## config.mk

```make
export PLATFORM = sky130hd
export DESIGN_NAME = multicycle_controller_flat
export DESIGN_NICKNAME = d
export VERILOG_FILES = /design/src/rtl/core_ctrl_pkg.sv /design/src/rtl/multicycle_controller_if.sv /design/src/rtl/ctrl_output_decode.sv /design/src/rtl/multicycle_controller.sv /design/src/flat_wrapper.sv
export SDC_FILE = /design/constraint.sdc
export NUM_CORES = 1
export LEC_CHECK = 0
export CAP_MARGIN = 20
export CORE_MARGIN = 2
export CORE_UTILIZATION = 35
export DETAILED_ROUTE_END_ITERATION = 16
export PLACE_DENSITY = 0.75
export SLEW_MARGIN = 20
export SYNTH_ARGS = -nofsm -noshare
export SYNTH_HDL_FRONTEND = slang
export SYNTH_SLANG_ARGS = --single-unit
```

## constraint.sdc

```tcl
create_clock -name clk -period 1.4 [get_ports clk]
set_clock_uncertainty 0.2 [all_clocks]
set_input_delay 0.35 -clock clk [delete_from_list [all_inputs] [get_ports clk]]
set_output_delay 0.35 -clock clk [all_outputs]
set_load 0.05 [all_outputs]
```

## src/rtl/core_ctrl_pkg.sv

```systemverilog
// Shared types and encodings for the multicycle RV32I control path.
package core_ctrl_pkg;

  typedef enum logic [3:0] {
    S_IDLE   = 4'd0,
    S_FETCH  = 4'd1,
    S_DECODE = 4'd2,
    S_MEMADR = 4'd3,
    S_MEMRD  = 4'd4,
    S_MEMWR  = 4'd5,
    S_MEMWB  = 4'd6,
    S_EXECR  = 4'd7,
    S_EXECI  = 4'd8,
    S_ALUWB  = 4'd9,
    S_BRANCH = 4'd10,
    S_JAL    = 4'd11
  } state_t;

  localparam logic [6:0] OP_LOAD   = 7'b0000011;
  localparam logic [6:0] OP_STORE  = 7'b0100011;
  localparam logic [6:0] OP_R      = 7'b0110011;
  localparam logic [6:0] OP_I      = 7'b0010011;
  localparam logic [6:0] OP_BRANCH = 7'b1100011;
  localparam logic [6:0] OP_JAL    = 7'b1101111;

  localparam logic [1:0] ALUOP_ADD   = 2'b00;
  localparam logic [1:0] ALUOP_SUB   = 2'b01;
  localparam logic [1:0] ALUOP_FUNCT = 2'b10;

  localparam logic [1:0] SRCA_PC    = 2'b00;
  localparam logic [1:0] SRCA_OLDPC = 2'b01;
  localparam logic [1:0] SRCA_REGA  = 2'b10;

  localparam logic [1:0] SRCB_REGB = 2'b00;
  localparam logic [1:0] SRCB_IMM  = 2'b01;
  localparam logic [1:0] SRCB_FOUR = 2'b10;

  localparam logic [1:0] RES_ALUOUT  = 2'b00;
  localparam logic [1:0] RES_MEMDATA = 2'b01;
  localparam logic [1:0] RES_ALU     = 2'b10;

endpackage

```

## src/rtl/multicycle_controller_if.sv

```systemverilog
// Controller <-> datapath/memory signal bundle.
interface multicycle_controller_if;
  logic [6:0] opcode;
  logic [2:0] funct3;
  logic       zero;
  logic       memReady;
  logic       memReq;
  logic       memWrite;
  logic       adrSrc;
  logic       irWrite;
  logic       pcWrite;
  logic       regWrite;
  logic [1:0] aluSrcA;
  logic [1:0] aluSrcB;
  logic [1:0] aluOp;
  logic       immOp;
  logic [1:0] resultSrc;
  logic       instrDone;
  logic       illegal;

  modport master (
    input  opcode, funct3, zero, memReady,
    output memReq, memWrite, adrSrc, irWrite, pcWrite, regWrite,
           aluSrcA, aluSrcB, aluOp, immOp, resultSrc, instrDone, illegal
  );

  modport slave (
    output opcode, funct3, zero, memReady,
    input  memReq, memWrite, adrSrc, irWrite, pcWrite, regWrite,
           aluSrcA, aluSrcB, aluOp, immOp, resultSrc, instrDone, illegal
  );
endinterface

```

## src/rtl/ctrl_output_decode.sv

```systemverilog
// Moore output decode from FSM state; only the fetch strobes, MEMWR done
// and branch pcWrite look at inputs.
module ctrl_output_decode
  import core_ctrl_pkg::*;
(
  input  state_t     state_i,
  input  logic       zero_i,
  input  logic       funct3_0_i,
  input  logic       memReady_i,
  output logic       memReq_o,
  output logic       memWrite_o,
  output logic       adrSrc_o,
  output logic       irWrite_o,
  output logic       pcWrite_o,
  output logic       regWrite_o,
  output logic [1:0] aluSrcA_o,
  output logic [1:0] aluSrcB_o,
  output logic [1:0] aluOp_o,
  output logic       immOp_o,
  output logic [1:0] resultSrc_o,
  output logic       instrDone_o
);

  // Per-state control values; anything not set stays 0.
  always_comb begin
    memReq_o    = 1'b0;
    memWrite_o  = 1'b0;
    adrSrc_o    = 1'b0;
    irWrite_o   = 1'b0;
    pcWrite_o   = 1'b0;
    regWrite_o  = 1'b0;
    aluSrcA_o   = '0;
    aluSrcB_o   = '0;
    aluOp_o     = '0;
    immOp_o     = 1'b0;
    resultSrc_o = '0;
    instrDone_o = 1'b0;
    case (state_i)
      S_FETCH: begin
        memReq_o    = 1'b1;
        aluSrcA_o   = SRCA_PC;
        aluSrcB_o   = SRCB_FOUR;
        aluOp_o     = ALUOP_ADD;
        resultSrc_o = RES_ALU;
        irWrite_o   = memReady_i;
        pcWrite_o   = memReady_i;
      end
      S_DECODE: begin
        aluSrcA_o = SRCA_OLDPC;
        aluSrcB_o = SRCB_IMM;
        aluOp_o   = ALUOP_ADD;
      end
      S_MEMADR: begin
        aluSrcA_o = SRCA_REGA;
        aluSrcB_o = SRCB_IMM;
        aluOp_o   = ALUOP_ADD;
      end
      S_MEMRD: begin
        memReq_o = 1'b1;
        adrSrc_o = 1'b1;
      end
      S_MEMWR: begin
        memReq_o    = 1'b1;
        memWrite_o  = 1'b1;
        adrSrc_o    = 1'b1;
        instrDone_o = memReady_i;
      end
      S_MEMWB: begin
        resultSrc_o = RES_MEMDATA;
        regWrite_o  = 1'b1;
        instrDone_o = 1'b1;
      end
      S_EXECR: begin
        aluSrcA_o = SRCA_REGA;
        aluSrcB_o = SRCB_REGB;
        aluOp_o   = ALUOP_FUNCT;
      end
      S_EXECI: begin
        aluSrcA_o = SRCA_REGA;
        aluSrcB_o = SRCB_IMM;
        aluOp_o   = ALUOP_FUNCT;
        immOp_o   = 1'b1;
      end
      S_ALUWB: begin
        resultSrc_o = RES_ALUOUT;
        regWrite_o  = 1'b1;
        instrDone_o = 1'b1;
      end
      S_BRANCH: begin
        aluSrcA_o   = SRCA_REGA;
        aluSrcB_o   = SRCB_REGB;
        aluOp_o     = ALUOP_SUB;
        resultSrc_o = RES_ALUOUT;
        instrDone_o = 1'b1;
        pcWrite_o   = zero_i ^ funct3_0_i;
      end
      S_JAL: begin
        aluSrcA_o   = SRCA_OLDPC;
        aluSrcB_o   = SRCB_FOUR;
        aluOp_o     = ALUOP_ADD;
        resultSrc_o = RES_ALUOUT;
        pcWrite_o   = 1'b1;
      end
      default: ;
    endcase
  end

endmodule

```

## src/rtl/multicycle_controller.sv

```systemverilog
// Main control FSM of the multicycle RV32I core.
module multicycle_controller
  import core_ctrl_pkg::*;
(
  input logic                     clk,
  input logic                     rst_n,
  multicycle_controller_if.master bus
);

  state_t state_q, state_d;
  logic   illegal_q, illegal_d;

  // Next-state selection; an unsupported opcode in DECODE flags illegal
  // and restarts fetch.
  always_comb begin
    state_d   = state_q;
    illegal_d = 1'b0;
    case (state_q)
      S_IDLE:   state_d = S_FETCH;
      S_FETCH:  if (bus.memReady) state_d = S_DECODE;
      S_DECODE: begin
        case (bus.opcode)
          OP_LOAD, OP_STORE: state_d = S_MEMADR;
          OP_R:              state_d = S_EXECR;
          OP_I:              state_d = S_EXECI;
          OP_BRANCH:         state_d = S_BRANCH;
          OP_JAL:            state_d = S_JAL;
          default: begin
            state_d   = S_FETCH;
            illegal_d = 1'b1;
          end
        endcase
      end
      S_MEMADR: state_d = (bus.opcode == OP_LOAD) ? S_MEMRD : S_MEMWR;
      S_MEMRD:  if (bus.memReady) state_d = S_MEMWB;
      S_MEMWR:  if (bus.memReady) state_d = S_FETCH;
      S_MEMWB, S_ALUWB, S_BRANCH: state_d = S_FETCH;
      S_EXECR, S_EXECI, S_JAL:    state_d = S_ALUWB;
      default:  state_d = S_IDLE;
    endcase
  end

  // State and registered illegal pulse (lands in the cycle after DECODE).
  always_ff @(posedge clk) begin
    if (!rst_n) begin
      state_q   <= S_IDLE;
      illegal_q <= 1'b0;
    end else begin
      state_q   <= state_d;
      illegal_q <= illegal_d;
    end
  end

  assign bus.illegal = illegal_q;

  ctrl_output_decode u_decode (
    .state_i     (state_q),
    .zero_i      (bus.zero),
    .funct3_0_i  (bus.funct3[0]),
    .memReady_i  (bus.memReady),
    .memReq_o    (bus.memReq),
    .memWrite_o  (bus.memWrite),
    .adrSrc_o    (bus.adrSrc),
    .irWrite_o   (bus.irWrite),
    .pcWrite_o   (bus.pcWrite),
    .regWrite_o  (bus.regWrite),
    .aluSrcA_o   (bus.aluSrcA),
    .aluSrcB_o   (bus.aluSrcB),
    .aluOp_o     (bus.aluOp),
    .immOp_o     (bus.immOp),
    .resultSrc_o (bus.resultSrc),
    .instrDone_o (bus.instrDone)
  );

endmodule
```

## src/flat_wrapper.sv

```systemverilog
// flat-port wrapper written by rule: the top's interface ports become plain ports
module multicycle_controller_flat import core_ctrl_pkg::*;
  (clk, rst_n, bus_opcode, bus_funct3, bus_zero, bus_memReady, bus_memReq, bus_memWrite, bus_adrSrc, bus_irWrite, bus_pcWrite, bus_regWrite, bus_aluSrcA, bus_aluSrcB, bus_aluOp, bus_immOp, bus_resultSrc, bus_instrDone, bus_illegal);
  multicycle_controller_if bus_i ();
  input logic clk;
  input logic rst_n;
  input wire logic [$bits(bus_i.opcode)-1:0] bus_opcode;
  input wire logic [$bits(bus_i.funct3)-1:0] bus_funct3;
  input wire logic [$bits(bus_i.zero)-1:0] bus_zero;
  input wire logic [$bits(bus_i.memReady)-1:0] bus_memReady;
  output wire logic [$bits(bus_i.memReq)-1:0] bus_memReq;
  output wire logic [$bits(bus_i.memWrite)-1:0] bus_memWrite;
  output wire logic [$bits(bus_i.adrSrc)-1:0] bus_adrSrc;
  output wire logic [$bits(bus_i.irWrite)-1:0] bus_irWrite;
  output wire logic [$bits(bus_i.pcWrite)-1:0] bus_pcWrite;
  output wire logic [$bits(bus_i.regWrite)-1:0] bus_regWrite;
  output wire logic [$bits(bus_i.aluSrcA)-1:0] bus_aluSrcA;
  output wire logic [$bits(bus_i.aluSrcB)-1:0] bus_aluSrcB;
  output wire logic [$bits(bus_i.aluOp)-1:0] bus_aluOp;
  output wire logic [$bits(bus_i.immOp)-1:0] bus_immOp;
  output wire logic [$bits(bus_i.resultSrc)-1:0] bus_resultSrc;
  output wire logic [$bits(bus_i.instrDone)-1:0] bus_instrDone;
  output wire logic [$bits(bus_i.illegal)-1:0] bus_illegal;
  assign bus_i.opcode = bus_opcode;
  assign bus_i.funct3 = bus_funct3;
  assign bus_i.zero = bus_zero;
  assign bus_i.memReady = bus_memReady;
  assign bus_memReq = bus_i.memReq;
  assign bus_memWrite = bus_i.memWrite;
  assign bus_adrSrc = bus_i.adrSrc;
  assign bus_irWrite = bus_i.irWrite;
  assign bus_pcWrite = bus_i.pcWrite;
  assign bus_regWrite = bus_i.regWrite;
  assign bus_aluSrcA = bus_i.aluSrcA;
  assign bus_aluSrcB = bus_i.aluSrcB;
  assign bus_aluOp = bus_i.aluOp;
  assign bus_immOp = bus_i.immOp;
  assign bus_resultSrc = bus_i.resultSrc;
  assign bus_instrDone = bus_i.instrDone;
  assign bus_illegal = bus_i.illegal;
  multicycle_controller u_core (.clk(clk), .rst_n(rst_n), .bus(bus_i));
endmodule
```

==> results of run 1 <==
## kinds of logic after synthesis
logic type                 Yosys count  synth area share [%]
xor gates and xnor gates             5                  8.37
AOI/OAI and AO/OA                   23                  24.3
DFF                                  5                  16.3
and+or+nand+nor                     44                  40.0
buffers and inverters               11                  9.39
adders and majority gates            1                  1.63
## through the flow
step,hold slack (ns),instances,cell area [µm²]
2_1_floorplan,0.270,89,811
3_3_place_gp,0.561,162,1490
3_5_place_dp,0.583,162,1490
==> impl_metrics.toml, run 1 <==
[cts]
hold_buffers = 0
htree_levels = 1
clockRootBuffer = "clkbuf_4"
cts_buffers = 3
cts_sinks = 5
cts_resized = 52
cts_buffer_depth = 2
cts_setup_buffers = 12

[placement]
gp_congestion = 0.912
portBuffers = 28
place_worst_setup_slack_ns = -0.622
dpl.hpwl_mm = 2.09

[yosys]
synth-seq-cells = 5
syn-num-nets = 103
syn_area_per_cell_um2 = 6.89
synth_area_leaders = "dfxtp_1 16%, a21oi_1 5.7%, xor2_1 5.7%"
syn_area_um2 = 613
synth.most_common_cell = "nor2_1"
yosysSeqAreaShare_pct = 16.3
yosysUniqueCellTypes = 38
yosysWarningCount = 0
synth_ff_type = "dfxtp_1"
netlist_instances = 89
synthArstFlopShare_pct = 0
synth_top_area_share_pct = 16.3
synth_commonest_cells = "8 x nor2_1, 7 x a21oi_1, 7 x nand2_1"
synth_edf_count = 0
yosys.area.top_type = "dfxtp_1"

[floorplanning]
std_cell_rows = 15
start_util_pct = 36.3
chipHeight_um = 45.9
io_pins = 31
die_w_um = 45.9

[run_status]
lastStage = "4_1_cts"
tool.error = "[ERROR DPL-0038] Utilization greater than 100%, impossible to legalize"
status = "did not finish"
==> run 2: changes to the inputs <==
CORE_AREA = 2 2 63 65   (was unset)
CORE_MARGIN = unset   (was 2)
CORE_UTILIZATION = unset   (was 35)
DIE_AREA = 0 0 65 67   (was unset)
PLACE_DENSITY = unset   (was 0.75)
PLACE_DENSITY_LB_ADDON = 0.15   (was unset)
clock period = 1.82 ns   (was 1.4 ns; I/O delays follow)
==> impl_metrics.toml, run 2 <==
[global_route]
antenna_found_initial = 0
grt_pass1_wl_mm = 3.82
grt_max_degree = 11
grt_usage_pct = 11.2
grt_pass1_vias = 857
overflow = 0

[yosys]
synth_edf_count = 0
synth-seq-cells = 5
synth_commonest_cells = "8 x nor2_1, 7 x a21oi_1, 7 x nand2_1"
synth_area_leaders = "dfxtp_1 16%, a21oi_1 5.7%, xor2_1 5.7%"
yosysSeqAreaShare_pct = 16.3
synth_ff_type = "dfxtp_1"
syn_area_um2 = 613
yosysWarningCount = 0
yosys.area.top_type = "dfxtp_1"
synthArstFlopShare_pct = 0
syn_area_per_cell_um2 = 6.89
yosysUniqueCellTypes = 38
synth.most_common_cell = "nor2_1"
syn-num-nets = 103
synth_top_area_share_pct = 16.3
netlist_instances = 89

[timing]
worst_slew_pin_slew_ns = 0.345
rsz0062_at_grt = "yes"
hold_viol_final = 0
layout_setup_ws_ns = -0.130
fmax_mhz = 513
fin_crit_ns = 1.95
fin_crit_sh_pct = 107
max_slew_margin_pct = 76.7
setup_viol_count_final = 16
fin_setup_tns_ns = -1.17
whs_ns = 0.355
maxSlewViolCount = 0

[placement]
dpl.hpwl_mm = 1.88
portBuffers = 28
gp_congestion = 0.800

[finish]
final_nets = 172
mostFrequentLayoutCells = "29 x buf_4, 17 x buf_12, 15 x buf_6"
drive_gt1_share_pct = 67.5
areaGrowthSynthToFinish_pct = 183
top_register = "u_core.state_q"
final-seq-area_um2 = 113
largest_reg_flops = 4
final_common_cell = "buf_4"
multi_input_area_um2 = 678
antennaDiodeCount = 0
nFillCells = 361

[critical_path]
worstPathArrival_ns = 1.30
cp-end-kind = "output port"
cp_max_fo = 6
cp-start-kind = "flop"
worstSetupPathType = "reg2out"
cp.required_ns = 1.16

[run_status]
status = "complete, but fails checks"
failed_checks = "setup timing"

[power_and_ir_drop]
p_comb_share_pct = 79.2
intPower_mw = 1.01
powerDensity_nw_per_um2 = 1040
p_clk_share_pct = 11.3
pwr-share-seq_pct = 9.6
switching_share_pct = 44.0
switchingPower_mw = 0.794
ir_drop_v = 0.000324
p_leak_nw = 0.729

[cts]
htree_levels = 1
clockRootBuffer = "clkbuf_8"
cts_sinks = 5
cts_buffers = 3
clk_latency_ns = 0.22
cts_buffer_depth = 2
clkTransAtPathRegs_ns = 0.03
tritoncts = "done"

[detailed_routing]
initialDrtViolationCount = 19
vias_per_cell = 4.51
drt-pass1-iter-count = 4
vias = 924
routed_wl_mm = 2.65
postRouteAntennaNets = 0
drc = 0
wl_per_cell_um = 12.9

[floorplanning]
design.core.area_um2 = 3610
std_cell_rows = 22
io_pins = 31
die_w_um = 65
dieArea_um2 = 4360
start_util_pct = 17.0
chipHeight_um = 67

[min_path]
hold_path.class = "reg2reg"

[job]
maxCapViolCount = 0
[run 2: cell counts after synthesis]
No cell type changed its count.
[run 2: final timing paths]
kind                                   startpoint           endpoint  slack (ns)  cells past startpoint
worst max-delay path            u_core.state_q[1]         bus_memReq       -0.13                      5
worst min-delay path            u_core.state_q[1]  u_core.state_q[2]        0.35                      2
worst max register to register  u_core.state_q[1]  u_core.state_q[3]        0.10                      5
worst min register to register  u_core.state_q[1]  u_core.state_q[2]        0.35                      2
[run 2: logic make-up after synthesis]
| group | Yosys count | share of synthesized area [%] |
|---|---|---|
| xor gates and xnor gates | 5 | 8.37 |
| DFF | 5 | 16.3 |
| and+or+nand+nor | 44 | 40.0 |
| AOI/OAI and AO/OA | 23 | 24.3 |
| adders and majority gates | 1 | 1.63 |
| buffers and inverters | 11 | 9.39 |
[run 2: per-layer routing]
layer	global-route usage [%]	up-vias	wire, µm
li1	-	463	-
met4	4.79	0	18
met5	0	-	0
met3	0.845	2	123
met2	20.2	27	1450
met1	13.5	432	1060
[run 2: final cells by class]
cell class / instances / area share (%)
multi-input cells: 73 / 39.1
inverters: 3 / 0.937
repair buffers: 72 / 47.4
flip-flops and latches: 5 / 6.49
well taps: 48 / 3.46
clock buffers: 4 / 2.60
[run 2: critical path, stage by stage (launching register included)]
cell and delay, ns:
dfxtp_4 0.37, buf_6 0.12, nor2_4 0.04, and2_4 0.16
or2_4 0.23, buf_12 0.15
[run 2: power groups by stage]
| stage | Combinational, mW | Clock, mW | Sequential, mW |
|---|---|---|---|
| 2_1_floorplan | 0.695 | 0 | 0.148 |
| 3_3_place_gp | 1.19 | 0 | 0.162 |
| 3_5_place_dp | 1.20 | 0 | 0.162 |
| 4_1_cts | 1.34 | 0.211 | 0.171 |
| 5_1_grt | 1.49 | 0.221 | 0.178 |
| 6_report | 1.43 | 0.204 | 0.173 |
[run 2: stage by stage]
step	cell area (µm²)	power (mW)	std cells	utilization, %	worst slack [ns]
6_report	1740	1.81	205	48.1	-0.130
2_1_floorplan	766	0.843	89	-	-0.269
3_5_place_dp	1430	1.36	187	39.5	-0.459
4_1_cts	1650	1.73	200	45.8	-0.135
5_1_grt	1740	1.89	205	48.1	-0.169
3_3_place_gp	1430	1.35	187	39.5	-0.431
[run 2: what timing repair did]
| item | 4_1_cts | 5_1_grt |
|---|---|---|
| pin swaps | 18 | 7 |
| gates resized for setup | 50 | 9 |
| endpoints found under the setup margin | 18 | 18 |
| endpoints found under the hold margin | 0 | 0 |
| hold buffers | 0 | 0 |
| cloned | 0 | 0 |
| buffers inserted | 9 | 5 |
Power figures use the tool's default switching activity.
==> run 3: changes to the inputs <==
clock period = 2.4 ns   (was 1.82 ns; I/O delays follow)
==> impl_metrics.toml, run 3 (synthesis results as in run 2) <==
[run_status]
status = "completed"

[finish]
nFillCells = 375
post-route-cell-area_um2 = 1230
areaGrowthSynthToFinish_pct = 101
final-seq-area_um2 = 103
antennaDiodeCount = 0
multi_input_area_um2 = 483
drive_gt1_share_pct = 34.6
top_register = "u_core.state_q"
final_nets = 142
mostFrequentLayoutCells = "15 x buf_12, 15 x buf_4, 9 x clkdlybuf4s50_1"
fin_util_pct = 34.1
largest_reg_flops = 4

[timing]
fin_setup_tns_ns = 0
fin_crit_sh_pct = 95.5
rsz0062_at_grt = "no"
maxSlewViolCount = 0
setup_viol_count_final = 0
worst_slew_pin_slew_ns = 0.490
max_slew_margin_pct = 67.2
hold_viol_final = 0
fin_crit_ns = 2.29
fmax_mhz = 436

[cts]
cts_setup_buffers = 0
cts_sinks = 5
clk_latency_ns = 0.21
htree_levels = 1
hold_buffers = 0
cts_buffers = 3
cts_buffer_depth = 2
clkTransAtPathRegs_ns = 0.03
tritoncts = "done"
clockRootBuffer = "clkbuf_8"

[global_route]
grt_pass1_wl_mm = 3.57
grt_usage_pct = 10.4
grt_max_degree = 12
antenna_found_initial = 0
grt_pass1_vias = 766
overflow = 0

[floorplanning]
start_util_pct = 17.0
chipHeight_um = 67
design.core.area_um2 = 3610
io_pins = 31
die_w_um = 65
dieArea_um2 = 4360
std_cell_rows = 22

[critical_path]
worstSetupPathType = "in2out"
path_cells = "dlygate4sd2_1, nand3b_1, o21ai_1, nand2_1, o22ai_2, buf_12"
cp-start-kind = "input port"
cp-end-kind = "output port"
max_stage_delay_ns = 0.23
worst_path_max_delay_cell = "o22ai_2"
cp_max_fo = 2
worstPathArrival_ns = 1.49
cp.required_ns = 1.60

[power_and_ir_drop]
p_total_mw = 1.02
ir_drop_v = 0.000227
powerDensity_nw_per_um2 = 832
p_leak_nw = 0.503

[detailed_routing]
initialDrtViolationCount = 18
drt-pass1-iter-count = 4
drc = 0
postRouteAntennaNets = 0
routed_wl_mm = 2.11
wl_per_cell_um = 12.0
vias = 793
vias_per_cell = 4.53

[placement]
placed_area_um2 = 1180
gp_congestion = 0.836
dpl.hpwl_mm = 1.71
portBuffers = 28

[min_path]
hold_path.class = "reg2reg"

[job]
maxCapViolCount = 0
==> run 3: layout make-up <==
class,count,share of cell area (%)
clock buffers,4,3.66
inverters,3,0.915
multi-input cells,73,39.2
flip-flops and latches,5,8.33
well taps,48,4.88
repair buffers,42,43.0
==> run 3: worst paths after layout <==
kind / from / endpoint / slack (ns) / cells past startpoint
setup / recovery: bus_memReady / bus_instrDone / 0.11 / 6
hold / removal: u_core.state_q[3] / u_core.state_q[2] / 0.53 / 2
setup reg to reg: u_core.state_q[1] / u_core.state_q[3] / 0.72 / 5
hold reg to reg: u_core.state_q[3] / u_core.state_q[2] / 0.53 / 2
==> run 3: repair_timing <==
item / in CTS / in global routing
pin swaps: 4 / 0
hold endpoints to repair: 0 / 0
setup endpoints to repair: 2 / 7
gates resized for setup: 4 / 3
==> run 3: where the power goes <==
part           internal, mW  leakage, nW  switching, mW
logic                 0.343        0.439          0.404
registers             0.101       0.0417         0.0262
clock network         0.114       0.0228         0.0363
==> run 3: stage by stage <==
stage,instances,worst slack (ns),hold WS (ns)
floorplan,89,-0.223,0.484
global placement,171,-0.165,0.561
detailed placement,171,-0.161,0.549
CTS,175,0.0441,0.560
global route,175,0.0141,0.563
finish,175,0.109,0.526
==> run 3: metal layers <==
metal  GRT usage [%]  part of all wire (%)  routed length, µm
met1            13.3                    48               1010
met2            17.3                    48               1020
met3            2.70                   3.7                 77
met4            2.39                  0.38                  8
met5               0                     0                  0
==> run 3: critical path, delay by kind of cell <==
kind	cells	cell delay, ns
AOI/OAI and AO/OA	2	0.32
buffers and inverters	2	0.39
and+or+nand+nor	2	0.18
